**config.mk**
```make
export PLATFORM = sky130hd
export DESIGN_NAME = rf_write_arbiter_flat
export DESIGN_NICKNAME = d
export VERILOG_FILES = /design/src/rtl/rf_pkg.sv /design/src/rtl/rf_write_arbiter_if.sv /design/src/rtl/rf_pend_scoreboard.sv /design/src/rtl/rf_write_arbiter.sv /design/src/flat_wrapper.sv
export SDC_FILE = /design/constraint.sdc
export NUM_CORES = 1
export LEC_CHECK = 0
export ABC_AREA = 1
export CORE_MARGIN = 4
export CORE_UTILIZATION = 47
export DETAILED_ROUTE_END_ITERATION = 12
export PLACE_DENSITY = 0.78
export SETUP_SLACK_MARGIN = 0.1
export SLEW_MARGIN = 0
export SYNTH_ARGS = -nofsm -noshare
export SYNTH_HDL_FRONTEND = slang
export SYNTH_HIERARCHICAL = 1
export SYNTH_SLANG_ARGS = --single-unit
```
**constraint.sdc**
```tcl
create_clock -name clk -period 2.1 [get_ports clk]
set_input_delay 0.42 -clock clk [delete_from_list [all_inputs] [get_ports clk]]
set_output_delay 0.42 -clock clk [all_outputs]
set_load 0.05 [all_outputs]
```
**src/rtl/rf_pkg.sv**
```systemverilog
// Shared definitions for the register-file write arbiter slice.
//   RF_DATA_W / RF_ADDR_W / RF_PEND_W : default widths for data, register address
//                                        and per-register pending counters.
//   RF_NREG                            : number of architectural registers.
//   rf_addr_t / rf_data_t / pend_cnt_t : convenience types at the default widths.
//   rr_sel_e                           : round-robin pointer encoding (which requester
//                                        wins when both are valid).
package rf_pkg;

  localparam int RF_DATA_W = 32;
  localparam int RF_ADDR_W = 5;
  localparam int RF_PEND_W = 2;
  localparam int RF_NREG   = 1 << RF_ADDR_W;

  typedef logic [RF_ADDR_W-1:0] rf_addr_t;
  typedef logic [RF_DATA_W-1:0] rf_data_t;
  typedef logic [RF_PEND_W-1:0] pend_cnt_t;

  typedef enum logic {
    RR_REQ0 = 1'b0,
    RR_REQ1 = 1'b1
  } rr_sel_e;

endpackage

```
**src/rtl/rf_write_arbiter_if.sv**
```systemverilog
// Writeback bus between the two writeback sources and the register file.
//   req0_*  : ALU writeback request (valid/addr/data in, ready back)
//   req1_*  : load writeback request (valid/addr/data in, ready back)
//   rf_*    : register file write port (we/waddr/wdata)
// Handshake: a request transfers on a cycle where both valid and ready are high.
// ready is a same-cycle grant and is never high without its valid; valid may be
// dropped or changed freely while ready is low.
// Modports:
//   master : writeback sources + register file view (drive requests, see ready/rf_*)
//   slave  : the arbiter (sees requests, drives ready and the rf_* write port)
interface rf_write_arbiter_if #(
  parameter int DATA_W = rf_pkg::RF_DATA_W,
  parameter int ADDR_W = rf_pkg::RF_ADDR_W
);

  logic              req0_valid;
  logic [ADDR_W-1:0] req0_addr;
  logic [DATA_W-1:0] req0_data;
  logic              req0_ready;

  logic              req1_valid;
  logic [ADDR_W-1:0] req1_addr;
  logic [DATA_W-1:0] req1_data;
  logic              req1_ready;

  logic              rf_we;
  logic [ADDR_W-1:0] rf_waddr;
  logic [DATA_W-1:0] rf_wdata;

  modport master (
    output req0_valid, req0_addr, req0_data,
    output req1_valid, req1_addr, req1_data,
    input  req0_ready, req1_ready,
    input  rf_we, rf_waddr, rf_wdata
  );

  modport slave (
    input  req0_valid, req0_addr, req0_data,
    input  req1_valid, req1_addr, req1_data,
    output req0_ready, req1_ready,
    output rf_we, rf_waddr, rf_wdata
  );

endinterface

```
**src/rtl/rf_pend_scoreboard.sv**
```systemverilog
// Pending-write scoreboard: one saturating counter per register counting
// writes that decode has reserved but the register file has not yet received.
// Ports:
//   clk, rst_n            : clock, asynchronous active-low reset
//   claim_valid/addr      : decode reserves a destination register
//   claim_ready           : reservation accepted (counter not saturated; always 1 for r0)
//   clr_en/clr_addr       : register file write happening this cycle (retires one pending)
//   chk_addr1/2           : source registers to hazard-check
//   chk_busy1/2           : corresponding register has >=1 pending write
//   busy_vec              : per-register pending flag; bit 0 is always 0
module rf_pend_scoreboard #(
  parameter int ADDR_W = rf_pkg::RF_ADDR_W,
  parameter int PEND_W = rf_pkg::RF_PEND_W,
  parameter int NREG   = 1 << ADDR_W
) (
  input  logic              clk,
  input  logic              rst_n,
  input  logic              claim_valid,
  input  logic [ADDR_W-1:0] claim_addr,
  output logic              claim_ready,
  input  logic              clr_en,
  input  logic [ADDR_W-1:0] clr_addr,
  input  logic [ADDR_W-1:0] chk_addr1,
  input  logic [ADDR_W-1:0] chk_addr2,
  output logic              chk_busy1,
  output logic              chk_busy2,
  output logic [NREG-1:0]   busy_vec
);

  localparam logic [PEND_W-1:0] PEND_MAX = {PEND_W{1'b1}};

  logic [PEND_W-1:0] cnt [NREG];
  logic [NREG-1:0]   incVec;
  logic [NREG-1:0]   decVec;
  logic              claimHit;

  // Register 0 is hard-wired: it always accepts a claim and never counts.
  assign claim_ready = (claim_addr == '0) || (cnt[claim_addr] != PEND_MAX);
  assign claimHit    = claim_valid && claim_ready && (claim_addr != '0);

  always_comb begin
    incVec = '0;
    decVec = '0;
    if (claimHit) incVec[claim_addr] = 1'b1;
    // A retire against an empty counter is dropped rather than wrapping.
    if (clr_en && (cnt[clr_addr] != '0)) decVec[clr_addr] = 1'b1;
  end

  // Claim and retire on the same register cancel out.
  always_ff @(posedge clk or negedge rst_n) begin
    if (!rst_n) begin
      for (int i = 0; i < NREG; i++) cnt[i] <= '0;
    end else begin
      for (int i = 0; i < NREG; i++) begin
        if (incVec[i] && !decVec[i]) cnt[i] <= cnt[i] + 1'b1;
        else if (decVec[i] && !incVec[i]) cnt[i] <= cnt[i] - 1'b1;
      end
    end
  end

  always_comb begin
    busy_vec = '0;
    for (int i = 0; i < NREG; i++) busy_vec[i] = (cnt[i] != '0);
  end

  assign chk_busy1 = busy_vec[chk_addr1];
  assign chk_busy2 = busy_vec[chk_addr2];

endmodule

```
**src/rtl/rf_write_arbiter.sv**
```systemverilog
// Shares the register file's single write port between the ALU writeback
// (req0) and load writeback (req1) with round-robin arbitration, and keeps
// a pending-write scoreboard for the decode stage.
// Ports:
//   clk, rst_n            : clock, asynchronous active-low reset
//   wb (slave modport)    : req0/req1 valid/addr/data/ready, rf_we/rf_waddr/rf_wdata
//   claim_valid/addr      : decode reserves a destination register
//   claim_ready           : reservation accepted
//   chk_addr1/2           : source registers to hazard-check
//   chk_busy1/2           : register has >=1 pending write
//   busy_vec              : per-register pending flags
//   rr_dbg                : current round-robin pointer (who wins a tie)
// The write port is registered: a grant in cycle N shows up as rf_we in N+1.
// A write to r0 is granted (the request is consumed) but never reaches the RF.
module rf_write_arbiter
  import rf_pkg::*;
#(
  parameter int DATA_W = RF_DATA_W,
  parameter int ADDR_W = RF_ADDR_W,
  parameter int PEND_W = RF_PEND_W,
  parameter int NREG   = 1 << ADDR_W
) (
  input  logic              clk,
  input  logic              rst_n,
  rf_write_arbiter_if.slave wb,
  input  logic              claim_valid,
  input  logic [ADDR_W-1:0] claim_addr,
  output logic              claim_ready,
  input  logic [ADDR_W-1:0] chk_addr1,
  input  logic [ADDR_W-1:0] chk_addr2,
  output logic              chk_busy1,
  output logic              chk_busy2,
  output logic [NREG-1:0]   busy_vec,
  output rr_sel_e           rr_dbg
);

  rr_sel_e           rrPtr;
  rr_sel_e           rrNext;
  logic              grant0;
  logic              grant1;
  logic [ADDR_W-1:0] winAddr;
  logic [DATA_W-1:0] winData;
  logic              winWrite;

  logic              rfWe;
  logic [ADDR_W-1:0] rfWaddr;
  logic [DATA_W-1:0] rfWdata;

  // Arbitration and pointer update. A lone request always wins; on a tie the
  // pointer picks, and whoever wins hands priority to the other side.
  always_comb begin
    grant0 = 1'b0;
    grant1 = 1'b0;
    rrNext = rrPtr;
    if (wb.req0_valid && (!wb.req1_valid || (rrPtr == RR_REQ0))) grant0 = 1'b1;
    else if (wb.req1_valid) grant1 = 1'b1;
    if (grant0) rrNext = RR_REQ1;
    else if (grant1) rrNext = RR_REQ0;
  end

  always_ff @(posedge clk or negedge rst_n) begin
    if (!rst_n) rrPtr <= RR_REQ0;
    else rrPtr <= rrNext;
  end

  assign wb.req0_ready = grant0;
  assign wb.req1_ready = grant1;
  assign rr_dbg        = rrPtr;

  assign winAddr  = grant1 ? wb.req1_addr : wb.req0_addr;
  assign winData  = grant1 ? wb.req1_data : wb.req0_data;
  assign winWrite = (grant0 || grant1) && (winAddr != '0);

  // Address/data hold their last written values whenever no write goes out.
  always_ff @(posedge clk or negedge rst_n) begin
    if (!rst_n) begin
      rfWe    <= 1'b0;
      rfWaddr <= '0;
      rfWdata <= '0;
    end else begin
      rfWe <= winWrite;
      if (winWrite) begin
        rfWaddr <= winAddr;
        rfWdata <= winData;
      end
    end
  end

  assign wb.rf_we    = rfWe;
  assign wb.rf_waddr = rfWaddr;
  assign wb.rf_wdata = rfWdata;

  // The registered write retires its pending entry on the same edge the RF
  // captures the data.
  rf_pend_scoreboard #(
    .ADDR_W (ADDR_W),
    .PEND_W (PEND_W),
    .NREG   (NREG)
  ) u_pend (
    .clk         (clk),
    .rst_n       (rst_n),
    .claim_valid (claim_valid),
    .claim_addr  (claim_addr),
    .claim_ready (claim_ready),
    .clr_en      (rfWe),
    .clr_addr    (rfWaddr),
    .chk_addr1   (chk_addr1),
    .chk_addr2   (chk_addr2),
    .chk_busy1   (chk_busy1),
    .chk_busy2   (chk_busy2),
    .busy_vec    (busy_vec)
  );

endmodule

```
**src/flat_wrapper.sv**
```systemverilog
// flat-port wrapper written by rule: the top's interface ports become plain ports
module rf_write_arbiter_flat import rf_pkg::*;
#(
  parameter int DATA_W = RF_DATA_W,
  parameter int ADDR_W = RF_ADDR_W,
  parameter int PEND_W = RF_PEND_W,
  parameter int NREG   = 1 << ADDR_W
)
  (clk, rst_n, claim_valid, claim_addr, claim_ready, chk_addr1, chk_addr2, chk_busy1, chk_busy2, busy_vec, rr_dbg, wb_req0_valid, wb_req0_addr, wb_req0_data, wb_req1_valid, wb_req1_addr, wb_req1_data, wb_req0_ready, wb_req1_ready, wb_rf_we, wb_rf_waddr, wb_rf_wdata);
  rf_write_arbiter_if #(.DATA_W(DATA_W), .ADDR_W(ADDR_W)) wb_i ();
  input  logic clk;
  input  logic rst_n;
  input  logic claim_valid;
  input  logic [ADDR_W-1:0] claim_addr;
  output logic claim_ready;
  input  logic [ADDR_W-1:0] chk_addr1;
  input  logic [ADDR_W-1:0] chk_addr2;
  output logic chk_busy1;
  output logic chk_busy2;
  output logic [NREG-1:0] busy_vec;
  output rr_sel_e rr_dbg;
  input wire logic [$bits(wb_i.req0_valid)-1:0] wb_req0_valid;
  input wire logic [$bits(wb_i.req0_addr)-1:0] wb_req0_addr;
  input wire logic [$bits(wb_i.req0_data)-1:0] wb_req0_data;
  input wire logic [$bits(wb_i.req1_valid)-1:0] wb_req1_valid;
  input wire logic [$bits(wb_i.req1_addr)-1:0] wb_req1_addr;
  input wire logic [$bits(wb_i.req1_data)-1:0] wb_req1_data;
  output wire logic [$bits(wb_i.req0_ready)-1:0] wb_req0_ready;
  output wire logic [$bits(wb_i.req1_ready)-1:0] wb_req1_ready;
  output wire logic [$bits(wb_i.rf_we)-1:0] wb_rf_we;
  output wire logic [$bits(wb_i.rf_waddr)-1:0] wb_rf_waddr;
  output wire logic [$bits(wb_i.rf_wdata)-1:0] wb_rf_wdata;
  assign wb_i.req0_valid = wb_req0_valid;
  assign wb_i.req0_addr = wb_req0_addr;
  assign wb_i.req0_data = wb_req0_data;
  assign wb_i.req1_valid = wb_req1_valid;
  assign wb_i.req1_addr = wb_req1_addr;
  assign wb_i.req1_data = wb_req1_data;
  assign wb_req0_ready = wb_i.req0_ready;
  assign wb_req1_ready = wb_i.req1_ready;
  assign wb_rf_we = wb_i.rf_we;
  assign wb_rf_waddr = wb_i.rf_waddr;
  assign wb_rf_wdata = wb_i.rf_wdata;
  rf_write_arbiter #(.DATA_W(DATA_W), .ADDR_W(ADDR_W), .PEND_W(PEND_W), .NREG(NREG)) u_core (.clk(clk), .rst_n(rst_n), .wb(wb_i), .claim_valid(claim_valid), .claim_addr(claim_addr), .claim_ready(claim_ready), .chk_addr1(chk_addr1), .chk_addr2(chk_addr2), .chk_busy1(chk_busy1), .chk_busy2(chk_busy2), .busy_vec(busy_vec), .rr_dbg(rr_dbg));
endmodule
```
==> reports/metrics.yaml <==
period_needed_ps: 2650
io_buffers: 169
place_inst: 1769
syn_area_per_cell_um2: 6.552
grt_pass1_wl_um: 45390
diodes: 0
area_growth_pct: 70.42
place_area_um2: 11880
io_pins: 170
crit_fanout: 10
place_hpwl_um: 21740
syn-instance-count: 1191
power_mw: 13.20
final_antenna_net_count: 0
cts-buffers-inserted: 9
grtUsageMet2_pct: 50.77
gp_congestion: 1.014
drc: 0
fin_cells: 1815
worstReg2RegStart: "u_core/wb.rf_waddr[0]$_DFFE_PN0P_"
grt_util_met1_pct: 38.00
num-nets-final: 1720
finalHoldViolations: 0
netlist.area_leader.share_pct: 33.03
rsz0062_at_grt: "true"
yosys.area.top_type: "dfrtp_1"
grt_util_met3_pct: 7.390
top_usage_layer: "met2"
ys_seq_area_share_pct: 33.03
hold_ws_ps: 12.97
synth.distinct_cells: 30
fin_area_um2: 13300
period_share_pct: 126.2
syn_area_um2: 7804
setup_tns_ps: -23940
rows: 46
outcome: "finished, violations left"
clock_sinks: 103
finalClockSkew_ps: 7.070
gr-usage-all-layers_pct: 31.24
core_um2: 16060
clkTransAtPathRegs_ps: 80
crit_required_ps: 2340
hold_class: "input pin to asynchronous set/reset pin"
combPwrFrac_pct: 61.2
switchingPower_mw: 6.017
crit_arrival_ps: 2890
fmaxAchievable_mhz: 377.3
vias_per_cell: 5.505
grt_pass1_vias: 9123
end_kind: "flip-flop"
vias: 9991
initial_core_util_pct: 48.60
synth-seq-cells: 103
startpoint_type: "flip-flop"
die_w_um: 136.9
worst_slew_pin_slew_ps: 565.4
drive_gt1_share_pct: 36.65
die-area_um2: 18730
setup_slack_ps: -550.2
worst_setup_path_startpoint: "u_core/wb.rf_waddr[0]$_DFFE_PN0P_"
slew_headroom_pct: 62.46
drt-total-wl_um: 33730
syn_nets: 1317
power_leakage_nw: 6.693
crit_type: "flip-flop to flip-flop"
dr.first_iter.drc_count: 1026
grt_overflow_total: 0
slew_viol_final: 0
synth_area_leaders: "dfrtp_1 (33%), nand2_1 (25%), nand3_1 (7.6%)"
power_density_nw_per_um2: 992.5
wl_per_cell_um: 18.58
max-cap-violations: 0
clkLatencyLatePin_ps: 360
antenna_found_initial: 0
grt_max_degree: 37
setup_viol: 67
clkPwrFrac_pct: 13.9
root_buffer: "clkbuf_16"
die_y_um: 136.9
pwr-share-seq_pct: 24.9
swShare_pct: 45.59
cts_tree: "yes"
violations: "setup timing"
ys_warn_count: 6
peakVddDrop_uv: 547.4
p_int_mw: 7.182
cts_max_level: 3
dr.pass1.iters: 6
postCtsHoldBufs: 0
cts_buffer_depth: 2
==> cells in the mapped netlist <==
library cell / n
o21ai_2: 1
nand3_1: 119
buf_4: 5
nand2_2: 13
nand3_4: 1
dfrtp_1: 103
a21oi_1: 33
xnor2_1: 32
o21bai_2: 1
buf_12: 2
nor3_1: 8
nand4_1: 6
or2_2: 1
inv_1: 105
o21ai_0: 51
ha_1: 32
nor2_2: 20
inv_2: 3
clkbuf_1: 19
nor2_1: 61
buf_6: 6
conb_1: 1
clkinv_1: 2
nand2_1: 512
xor2_1: 32
buf_2: 13
a21boi_4: 1
and2_1: 1
o211ai_1: 5
o21ai_1: 2
==> worst max-delay path, cell delays in order (launching register included) <==
cell	delay, ps
dfrtp_4	540
nor2_4	180
buf_6	170
nand2_1	70
nand4_1	140
nand2_1	90
nand2_1	70
nand2_1	90
nand3_4	140
clkbuf_16	210
nand3_1	140
ha_4	260
a21oi_1	140
o21ai_1	110
xor2_1	170
==> state kept, by name (all words and copies together), names as in the netlist <==
register            flops
u_core/wb.rf_wdata     32
u_core/u_pend/cnt      64
u_core/rr_dbg           1
u_core/wb.rf_we         1
u_core/wb.rf_waddr      5
==> metrics by stage <==
| step | worst slack, ps | utilization (%) |
|---|---|---|
| floorplan | -139.0 | - |
| global placement | -904.8 | 73.99 |
| detailed placement | -979.4 | 73.99 |
| CTS | -403.2 | 77.93 |
| global route | -590.5 | 82.82 |
| finish | -550.2 | 82.82 |
==> cell usage in the layout (no fill, tap or decap), drive strengths merged, types with 3 or more instances in the layout <==
cell type        n
a21oi           33
buf            311
clkbuf          13
clkdlybuf4s15    3
clkdlybuf4s50  100
clkinv           4
dfrtp          103
dlygate4sd2     10
dlymetal6s2s     9
ha              32
inv            112
nand2          525
nand3          120
nand4            6
nor2            81
nor3             8
o211ai           5
o21ai           54
xnor2           32
xor2            32
==> layout make-up <==
type / instances / area [um2]
multi-input combinational: 933 / 5584
timing repair buffer: 437 / 4113
fill: 957 / 2759
sequential: 103 / 2590
inverter: 110 / 429.2
tap: 216 / 270.3
clock buffer: 9 / 225.2
clock inverter: 7 / 87.58
==> cells by family after synthesis <==
logic type,count (synthesis),share of synthesized area [%]
AOI/OAI and AO/OA,94,6.494
xor gates and xnor gates,64,7.183
adders and majority gates,32,5.131
buffers and inverters,155,8.899
DFF,103,33.03
other,1,0.04805
and+or+nand+nor,742,39.22
==> layer usage <==
layer | vias up | share of wire (%)
li1 | 4531 | -
met1 | 4590 | 35
met2 | 685 | 46
met3 | 185 | 12
met4 | 0 | 6.6
met5 | - | 0
==> worst paths after layout <==
| kind | end | slack, ps | cells after the start |
|---|---|---|---|
| worst max-delay path | u_core/u_pend/cnt[5]$_DFFE_PN0P_ | -550 | 14 |
| worst min-delay path | u_core/u_pend/cnt[45]$_DFFE_PN0P_ | 10 | 1 |
| worst max register to register | u_core/u_pend/cnt[5]$_DFFE_PN0P_ | -550 | 14 |
| worst min register to register | u_core/wb.rf_wdata[0]$_DFFE_PN0P_ | 470 | 2 |
| max in group asynchronous | u_core/u_pend/cnt[23]$_DFFE_PN0P_ | 1460 | 2 |
| min in group clk | u_core/wb.rf_wdata[0]$_DFFE_PN0P_ | 470 | 2 |
==> power by group through the flow <==
stage / Sequential, mW / Combinational [mW] / Clock (mW)
floorplan: 3.47 / 3.24 / 0
global placement: 3.20 / 6.60 / 0
detailed placement: 3.20 / 6.74 / 0
CTS: 3.20 / 7.07 / 1.83
global route: 3.34 / 8.49 / 1.93
finish: 3.29 / 8.08 / 1.83
==> what timing repair did <==
item,4_1_cts,5_1_grt
resized for setup,102,145
setup endpoints to repair,74,77
buffers inserted,10,16
cloned,2,2
pin swaps,15,24
hold endpoints to repair,0,0
(Power assumes the default switching activity.)
